==> src/rtl/aska_spi_readback_pkg.sv <==
// rtl/aska_spi_readback_pkg.sv - shared constants and types for the ASKA SPI readback path
package aska_spi_readback_pkg;

  localparam int HDR_BITS   = 8;
  localparam int DATA_BITS  = 32;
  localparam int FRAME_BITS = HDR_BITS + DATA_BITS;
  localparam int CNT_W      = 6;

  localparam int IC_ADDR_MSB = 7;
  localparam int IC_ADDR_LSB = 6;
  localparam int RD_BIT      = 5;
  localparam int REG_MSB     = 1;
  localparam int REG_LSB     = 0;

  localparam logic [1:0] REG_CONF0 = 2'd0;
  localparam logic [1:0] REG_CONF1 = 2'd1;
  localparam logic [1:0] REG_ELE1  = 2'd2;
  localparam logic [1:0] REG_ELE2  = 2'd3;

  typedef enum logic [1:0] {
    ST_HDR  = 2'd0,
    ST_TX   = 2'd1,
    ST_DONE = 2'd2,
    ST_IGN  = 2'd3
  } state_e;

  // A header addresses us for readback only if both the strap address and RD match.
  function automatic logic hdr_selects_read(input logic [HDR_BITS-1:0] hdr,
                                            input logic [1:0]          ic_addr);
    return (hdr[IC_ADDR_MSB:IC_ADDR_LSB] == ic_addr) && hdr[RD_BIT];
  endfunction

endpackage

==> src/rtl/aska_spi_hdr_rx.sv <==
// rtl/aska_spi_hdr_rx.sv - rising-edge frame bit counter and header shift register
module aska_spi_hdr_rx
  import aska_spi_readback_pkg::*;
(
  input  logic                SPI_Clk,
  input  logic                frame_rst_n,
  input  logic                SPI_MOSI,
  output logic [CNT_W-1:0]    rx_cnt,
  output logic [HDR_BITS-1:0] hdr_sr
);

  logic [CNT_W-1:0]    rx_cnt_q, rx_cnt_d;
  logic [HDR_BITS-1:0] hdr_sr_q, hdr_sr_d;

  always_comb begin
    rx_cnt_d = rx_cnt_q;
    hdr_sr_d = hdr_sr_q;
    // Saturate so an over-long frame can never wrap back into the header window.
    if (rx_cnt_q != {CNT_W{1'b1}}) begin
      rx_cnt_d = rx_cnt_q + 1'b1;
    end
    if (rx_cnt_q < CNT_W'(HDR_BITS)) begin
      hdr_sr_d = {hdr_sr_q[HDR_BITS-2:0], SPI_MOSI};
    end
  end

  always_ff @(posedge SPI_Clk or negedge frame_rst_n) begin
    if (!frame_rst_n) begin
      rx_cnt_q <= '0;
      hdr_sr_q <= '0;
    end else begin
      rx_cnt_q <= rx_cnt_d;
      hdr_sr_q <= hdr_sr_d;
    end
  end

  assign rx_cnt = rx_cnt_q;
  assign hdr_sr = hdr_sr_q;

endmodule

==> src/rtl/aska_spi_readback.sv <==
// rtl/aska_spi_readback.sv - MISO readback of one addressed ASIC's configuration registers
module aska_spi_readback
  import aska_spi_readback_pkg::*;
(
  input  logic                 SPI_Clk,
  input  logic                 resetn,
  input  logic                 SPI_CS,
  input  logic                 SPI_MOSI,
  input  logic [1:0]           IC_addr,
  input  logic [DATA_BITS-1:0] conf0,
  input  logic [DATA_BITS-1:0] conf1,
  input  logic [DATA_BITS-1:0] ele1,
  input  logic [DATA_BITS-1:0] ele2,
  output logic                 SPI_MISO,
  output logic                 SPI_MISO_oe,
  output logic [7:0]           rd_frame_cnt
);

  // CS high acts as an asynchronous frame clear alongside the global reset.
  logic frame_rst_n;
  assign frame_rst_n = resetn & ~SPI_CS;

  logic [CNT_W-1:0]    rx_cnt;
  logic [HDR_BITS-1:0] hdr_sr;

  aska_spi_hdr_rx u_hdr_rx (
    .SPI_Clk     (SPI_Clk),
    .frame_rst_n (frame_rst_n),
    .SPI_MOSI    (SPI_MOSI),
    .rx_cnt      (rx_cnt),
    .hdr_sr      (hdr_sr)
  );

  logic unused_hdr_rsvd;
  assign unused_hdr_rsvd = ^hdr_sr[RD_BIT-1:REG_MSB+1];

  state_e               state_q, state_d;
  logic [DATA_BITS-1:0] tx_sr_q, tx_sr_d;
  logic                 sel_rd_q, sel_rd_d;
  logic [7:0]           rd_frame_cnt_q, rd_frame_cnt_d;

  always_comb begin
    state_d  = state_q;
    tx_sr_d  = tx_sr_q;
    sel_rd_d = sel_rd_q;
    case (state_q)
      ST_HDR: begin
        if (rx_cnt == CNT_W'(HDR_BITS)) begin
          if (hdr_selects_read(hdr_sr, IC_addr)) begin
            // Registers are quasi-static, so a single sample at load time is safe.
            case (hdr_sr[REG_MSB:REG_LSB])
              REG_CONF0: tx_sr_d = conf0;
              REG_CONF1: tx_sr_d = conf1;
              REG_ELE1:  tx_sr_d = ele1;
              default:   tx_sr_d = ele2;
            endcase
            sel_rd_d = 1'b1;
            state_d  = ST_TX;
          end else begin
            state_d = ST_IGN;
          end
        end
      end
      ST_TX: begin
        if (rx_cnt == CNT_W'(FRAME_BITS)) begin
          state_d = ST_DONE;
        end else begin
          tx_sr_d = {tx_sr_q[DATA_BITS-2:0], 1'b0};
        end
      end
      ST_DONE: state_d = ST_DONE;
      ST_IGN:  state_d = ST_IGN;
      default: state_d = ST_HDR;
    endcase
  end

  always_ff @(negedge SPI_Clk or negedge frame_rst_n) begin
    if (!frame_rst_n) begin
      state_q  <= ST_HDR;
      tx_sr_q  <= '0;
      sel_rd_q <= 1'b0;
    end else begin
      state_q  <= state_d;
      tx_sr_q  <= tx_sr_d;
      sel_rd_q <= sel_rd_d;
    end
  end

  // Counted on the edge where the master samples bit0, so truncated frames never count.
  always_comb begin
    rd_frame_cnt_d = rd_frame_cnt_q;
    if (sel_rd_q && (rx_cnt == CNT_W'(FRAME_BITS - 1))) begin
      rd_frame_cnt_d = rd_frame_cnt_q + 8'd1;
    end
  end

  always_ff @(posedge SPI_Clk or negedge resetn) begin
    if (!resetn) begin
      rd_frame_cnt_q <= 8'd0;
    end else begin
      rd_frame_cnt_q <= rd_frame_cnt_d;
    end
  end

  assign SPI_MISO_oe  = (state_q == ST_TX);
  assign SPI_MISO     = (state_q == ST_TX) ? tx_sr_q[DATA_BITS-1] : 1'b0;
  assign rd_frame_cnt = rd_frame_cnt_q;

endmodule

==> config.mk <==
export PLATFORM = sky130hd
export DESIGN_NAME = aska_spi_readback
export DESIGN_NICKNAME = d
export VERILOG_FILES = /design/src/rtl/aska_spi_readback_pkg.sv /design/src/rtl/aska_spi_hdr_rx.sv /design/src/rtl/aska_spi_readback.sv
export SDC_FILE = /design/constraint.sdc
export NUM_CORES = 1
export LEC_CHECK = 0
export BUFFER_PORTS_ARGS = -buffer_cell sky130_fd_sc_hd__buf_4
export CAP_MARGIN = 25
export CORE_MARGIN = 8
export CORE_UTILIZATION = 54
export CTS_CLUSTER_SIZE = 28
export DETAILED_ROUTE_END_ITERATION = 10
export GPL_TIMING_DRIVEN = 0
export MAX_ROUTING_LAYER = met4
export PLACE_DENSITY = 0.95
export SYNTH_ARGS = -nofsm -noshare
export SYNTH_HDL_FRONTEND = slang
export SYNTH_SLANG_ARGS = --single-unit
==> constraint.sdc <==
create_clock -name SPI_Clk -period 12 [get_ports SPI_Clk]
set_input_delay 3.6 -clock SPI_Clk [delete_from_list [all_inputs] [get_ports SPI_Clk]]
set_output_delay 3.6 -clock SPI_Clk [all_outputs]
set_load 0.02 [all_outputs]
# --- Word level (Yosys, flattened, before mapping) ---
# Index checks and enable logic that the tools add are counted.
totals:
  in_bits: 134
  out_inout_bits: 10
  ramBits: 0
  latch_bits: 0
  romBits: 0
  word_cells: 43
  n_memories: 0
  reg_bits: 57
classes:
  mux: 10
  order_cmp: 1
  n_addsub: 2
  shift: 0
  eq_ne: 14
  div_mod_pow: 0
  bitwise_logic: 2
  mul: 0
  reduce_logical: 8
op_table:
  columns: ["operator", "n"]
  rows:
  - ["32-bit two-way mux", 3]
  - ["32-bit case mux with 3 select lines", 1]
  - ["32-bit case mux with 2 select lines", 1]
  - ["6-bit == test, second input constant", 2]
  - ["8-bit by 1-bit adder with 8-bit output, second input constant", 1]
  - ["2-bit case mux with 4 select lines", 1]
  - ["6-bit by 1-bit adder with 6-bit output, second input constant", 1]
  - ["2-bit == test, second input constant", 3]
  - ["6-bit by 4-bit == test with 1-bit output, second input constant", 1]
  - ["6-bit by 4-bit < comparator with 1-bit output, second input constant", 1]
  - ["2-bit two-way mux", 3]
  - ["2-bit inequality test, second input constant", 3]
  - ["6-bit inequality test, second input constant", 1]
  - ["2-bit by 1-bit == test with 1-bit output, second input constant", 2]
  - ["2-bit logical NOT", 2]
  - ["4-bit AND reduction", 1]
  - ["3-bit AND reduction", 1]
  - ["2-bit == test", 1]
  - ["1-bit logical AND", 2]
  - ["2-bit by 1-bit inequality test with 1-bit output, second input constant", 1]
  - ["2-bit AND reduction", 1]
  - ["2-bit nonzero test", 1]
  - ["1-bit AND", 1]
  - ["1-bit two-way mux", 1]
  - ["1-bit inverter", 1]

# --- Logic depth before layout (Yosys ltp) ---
depth:
  ltp_word: 5
  mapped_depth: 8
  depth_no_buf: 6

# --- Hierarchy ---
# A second synthesis with hierarchy kept.
hier_totals:
  hier_cells: 275
  area_unflattened_um2: 3450.8
by_module_without_submodules:
  columns: ["module", "cells_per_inst", "n_inst", "seq_area_each_um2", "area_per_inst_um2"]
  rows:
  - ["aska_spi_readback", 233, 1, 1076.0, 2874.0]
  - ["aska_spi_hdr_rx", 42, 1, 350.3, 576.8]

==> results.md <==
Floorplan:
- The starting utilization of the core area is 55.8%.
- The die is 100 um tall.
- The count of pins on the block boundary is between 100 and 150.
- The horizontal extent of the die is 100 um.
- The placement row count is 30.
- The floorplan step defined a die boundary enclosing 0.0100 mm^2.
- The placeable core area is 0.00683 mm^2.

Yosys:
- In the synthesized netlist the dominant register cell turns out to be sky130_fd_sc_hd__dfrtn_1.
- In the synthesized netlist, the cells that appear most often are sky130_fd_sc_hd__mux2_2 (41), sky130_fd_sc_hd__nand2_1 (37), sky130_fd_sc_hd__dfrtn_1 (35).
- The proportion of synthesized flip-flops having asynchronous set or reset is 100%.
- The mapped netlist covers about 0.0038 mm^2.
- The average cell area after synthesis is approximately 12 um^2.
- The total of warnings raised by yosys is 0.
- By instance count, the leading cell after synthesis is sky130_fd_sc_hd__mux2_2.
- In the synthesized netlist, the number of instances is ~320.
- The cell type with the largest total area after synthesis is sky130_fd_sc_hd__dfrtn_1.
- The synthesized design contains 0 enable-type register cells.
- The distinct cell type count of the synthesized netlist is 44.
- By area the synthesized netlist is led by sky130_fd_sc_hd__dfrtn_1 (23%), sky130_fd_sc_hd__dfrtp_1 (14%), sky130_fd_sc_hd__mux2_2 (12%), sky130_fd_sc_hd__mux2_4 (11%), sky130_fd_sc_hd__mux2i_1 (8.7%).
- The register bit count reported by yosys is between 50 and 60.
- The share of synthesized area in the top cell type comes to around 23%.
- Synthesis produced a netlist with a net count of 460.
- The sequential-to-total area share from yosys stat is between 30% and 40%.

Global routing:
- The largest net degree at the start of global routing is 30.
- The wire length of the first global-routing pass is about 17000 um.
- The sum of overflow across all layers after global routing is 0.
- The number of antenna violations at the first check in global routing was 0.
- Global routing used between 20% and 30% of the available tracks across all layers.
- The via count of the first global-routing pass is 3523.

Place:
- During placement, the flow inserted port buffers numbering approximately 140.
- The global placement routability congestion is between 0.8 and 0.9.
- Once detailed placement completed, the half-perimeter wirelength came to 8580 um.
- The standard cell area after detailed placement is ~0.0050 mm^2.

Pwr:
- The share of power burned in combinational logic is 22.0%.
- Across the VDD grid, the largest voltage drop is between 50 and 60 uV.
- The reported leakage power is approximately 0.0026 uW.
- The share of total power in sequential cells is 45.8%.
- Summed over all nets, the switching power comes to roughly 120 uW.
- The share of total power consumed by net switching is a little over a quarter.
- The clock network fraction of total power is 32.2%.
- The completed layout was analyzed and its total power is 470 uW.
- The power density over the cells is approximately 91 mW/mm^2.
- Internal power comes to approximately 350 uW.

Run status:
- The run finished with clean final reports.

Layout:
- The final standard cell area without fillers is 0.00519 mm^2.
- The repair_antennas step left the layout with diodes totalling 0.
- The utilization of the core after routing is ~76%.
- The share of final-layout standard cells stronger than drive strength 1 is 58.4%.
- Compared with the post-synthesis result, the final layout area differs by 36.3%.
- For this run, the post-layout net count is between 600 and 700.

Timing:
- Setup repair after global routing left no endpoint under its margin.
- The count of endpoints failing setup in the final report is 0.
- Setup total negative slack on the finished layout was measured at 0 ns.
- The number of hold violations in the final report is 0.
- The final number of max-transition violations was 0.
- The clock skew is 0.0155 ns.
- At the pin with the least slew margin, the transition time is roughly 0.7 ns.
- Measured against its own limit, the worst slew margin works out to ~54%.

Clock tree:
- The H-tree generated during clock tree synthesis spans 3 levels.
- The number of clock sinks is 57.
- The number of buffers added to fix hold violations after cts is 0.
- The later pin in the worst-skew pair is clocked with a latency of between 0.3 and 0.4 ns.
- The TritonCTS buffer count is 9.
- The maximum clock path buffer count is 2.
- TritonCTS built the clock tree.
- The number of buffers added for setup after CTS is 0.
- The clock root buffer master is sky130_fd_sc_hd__clkbuf_8.
- The post-CTS resize count is 0.
- The clock-pin slew reported for the worst setup and hold paths after clock tree synthesis is roughly 0.05 ns.

Drt:
- The final antenna-violating net count is 0.
- In the final routed layout, each cell accounts on average for around 19 um.
- After the first detailed-routing iteration, the DRC count stood at about 110.
- After detailed routing, the total wire length is around 11000 um.
- The number of iterations in the first detailed-routing pass is 4.
- For this run, design rule violations remaining after detail routing come to 0.
- The detailed-route vias per instance is 5.56.
- The detailed router placed roughly 3200 vias in this run.

Critical path:
- For the worst setup path, the data arrival time is 7.50 ns.
- STA classifies the critical path startpoint as a flop.
- The critical path is of the flop to output pin type.
- In this run the worst path has a maximum fanout of 9.
- The required time reported for the critical path endpoint is around 8.4 ns.
- STA classifies the critical path endpoint as an output pin.

Flow run:
- Max-cap violations in this run came to 0.

Worst hold path:
- The worst hold path belongs to the class flop to flop.
-- worst paths after layout --
path                                     from              end  slack (ns)  cells past startpoint
setup / recovery                   state_q[0]         SPI_MISO        0.90                      4
hold / removal                       sel_rd_q         sel_rd_q        0.41                      1
setup reg to reg           u_hdr_rx.rx_cnt[0]      tx_sr_q[10]        3.90                      7
hold reg to reg                      sel_rd_q         sel_rd_q        0.41                      1
max in group asynchronous              resetn       tx_sr_q[6]        1.95                      3
min in group asynchronous              resetn  rd_frame_cnt[5]        3.07                      1
-- power groups by stage --
stage	Combinational (uW)	Sequential [uW]	Clock, uW
CTS	104	215	154
global placement	98.1	217	0
floorplan	57.1	216	0
finish	103	215	152
detailed placement	103	218	0
global route	110	217	159
-- routing by layer --
metal  wire length, um  up-vias  track usage [%]
li1                  -     1501                -
met1              4250     1569             23.1
met2              5620      117             38.7
met3               783       23             5.81
met4               291        0             10.0
met5                 0        -                -
-- cells in the final DEF (no fill, tap or decap), types with 2 or more instances in the layout --
cell type                  count
sky130_fd_sc_hd__buf_4       144
sky130_fd_sc_hd__mux2_2       41
sky130_fd_sc_hd__nand2_1      37
sky130_fd_sc_hd__dfrtn_1      35
sky130_fd_sc_hd__mux2i_1      33
sky130_fd_sc_hd__o221a_2      29
sky130_fd_sc_hd__mux2_4       29
sky130_fd_sc_hd__dfrtp_1      22
sky130_fd_sc_hd__clkbuf_1     12
sky130_fd_sc_hd__xnor2_1      10
sky130_fd_sc_hd__inv_1         9
sky130_fd_sc_hd__clkbuf_8      9
sky130_fd_sc_hd__buf_2         8
sky130_fd_sc_hd__clkinv_2      6
sky130_fd_sc_hd__ha_1          5
sky130_fd_sc_hd__o21ai_0       4
sky130_fd_sc_hd__nand3_1       4
sky130_fd_sc_hd__nand4_1       4
sky130_fd_sc_hd__nor2b_1       3
sky130_fd_sc_hd__buf_8         3
sky130_fd_sc_hd__a21oi_1       3
sky130_fd_sc_hd__o21a_1        2
sky130_fd_sc_hd__nor2_1        2
sky130_fd_sc_hd__xor2_1        2
-- worst max-delay path: stages (launching register included) --
cell,delay [ns]
sky130_fd_sc_hd__dfrtn_1,0.47
sky130_fd_sc_hd__ha_1,0.20
sky130_fd_sc_hd__buf_2,0.20
sky130_fd_sc_hd__and2_1,0.16
sky130_fd_sc_hd__buf_4,0.15
-- cell families after synthesis --
family          Yosys count  share of synthesized area [%]
mux                     104                           32.8
simple gates             67                           9.82
flops                    57                           37.4
compound gates           43                           11.1
buf+inv                  33                           4.50
xor+xnor                 12                           2.76
fa+ha+maj                 5                           1.64
-- through the flow --
step                      cells  hold slack [ns]  setup WS [ns]
after global placement      560            0.408         0.0816
after detailed placement    561            0.410           1.05
after global routing        577            0.428          0.798
final                       577            0.411          0.900
after CTS                   577            0.413          0.886
after floorplan             321            0.385          0.859
-- registers in the layout, summed over array words and instances (netlist names) --
| register | cells |
|---|---|
| rd_frame_cnt | 8 |
| sel_rd_q | 1 |
| state_q | 2 |
| tx_sr_q | 32 |
| u_hdr_rx.hdr_sr | 8 |
| u_hdr_rx.rx_cnt | 6 |
-- layout make-up --
| type | count | area [um^2] |
|---|---|---|
| Buffer | 24 | 138 |
| Clock buffer | 9 | 124 |
| Clock inverter | 7 | 37.5 |
| Fill cell | 468 | 1640 |
| Inverter | 9 | 33.8 |
| Multi-Input combinational cell | 231 | 2220 |
| Sequential cell | 57 | 1430 |
| Tap cell | 96 | 120 |
| Timing Repair Buffer | 144 | 1090 |
Note: power is estimated with default switching activity, not from simulation.
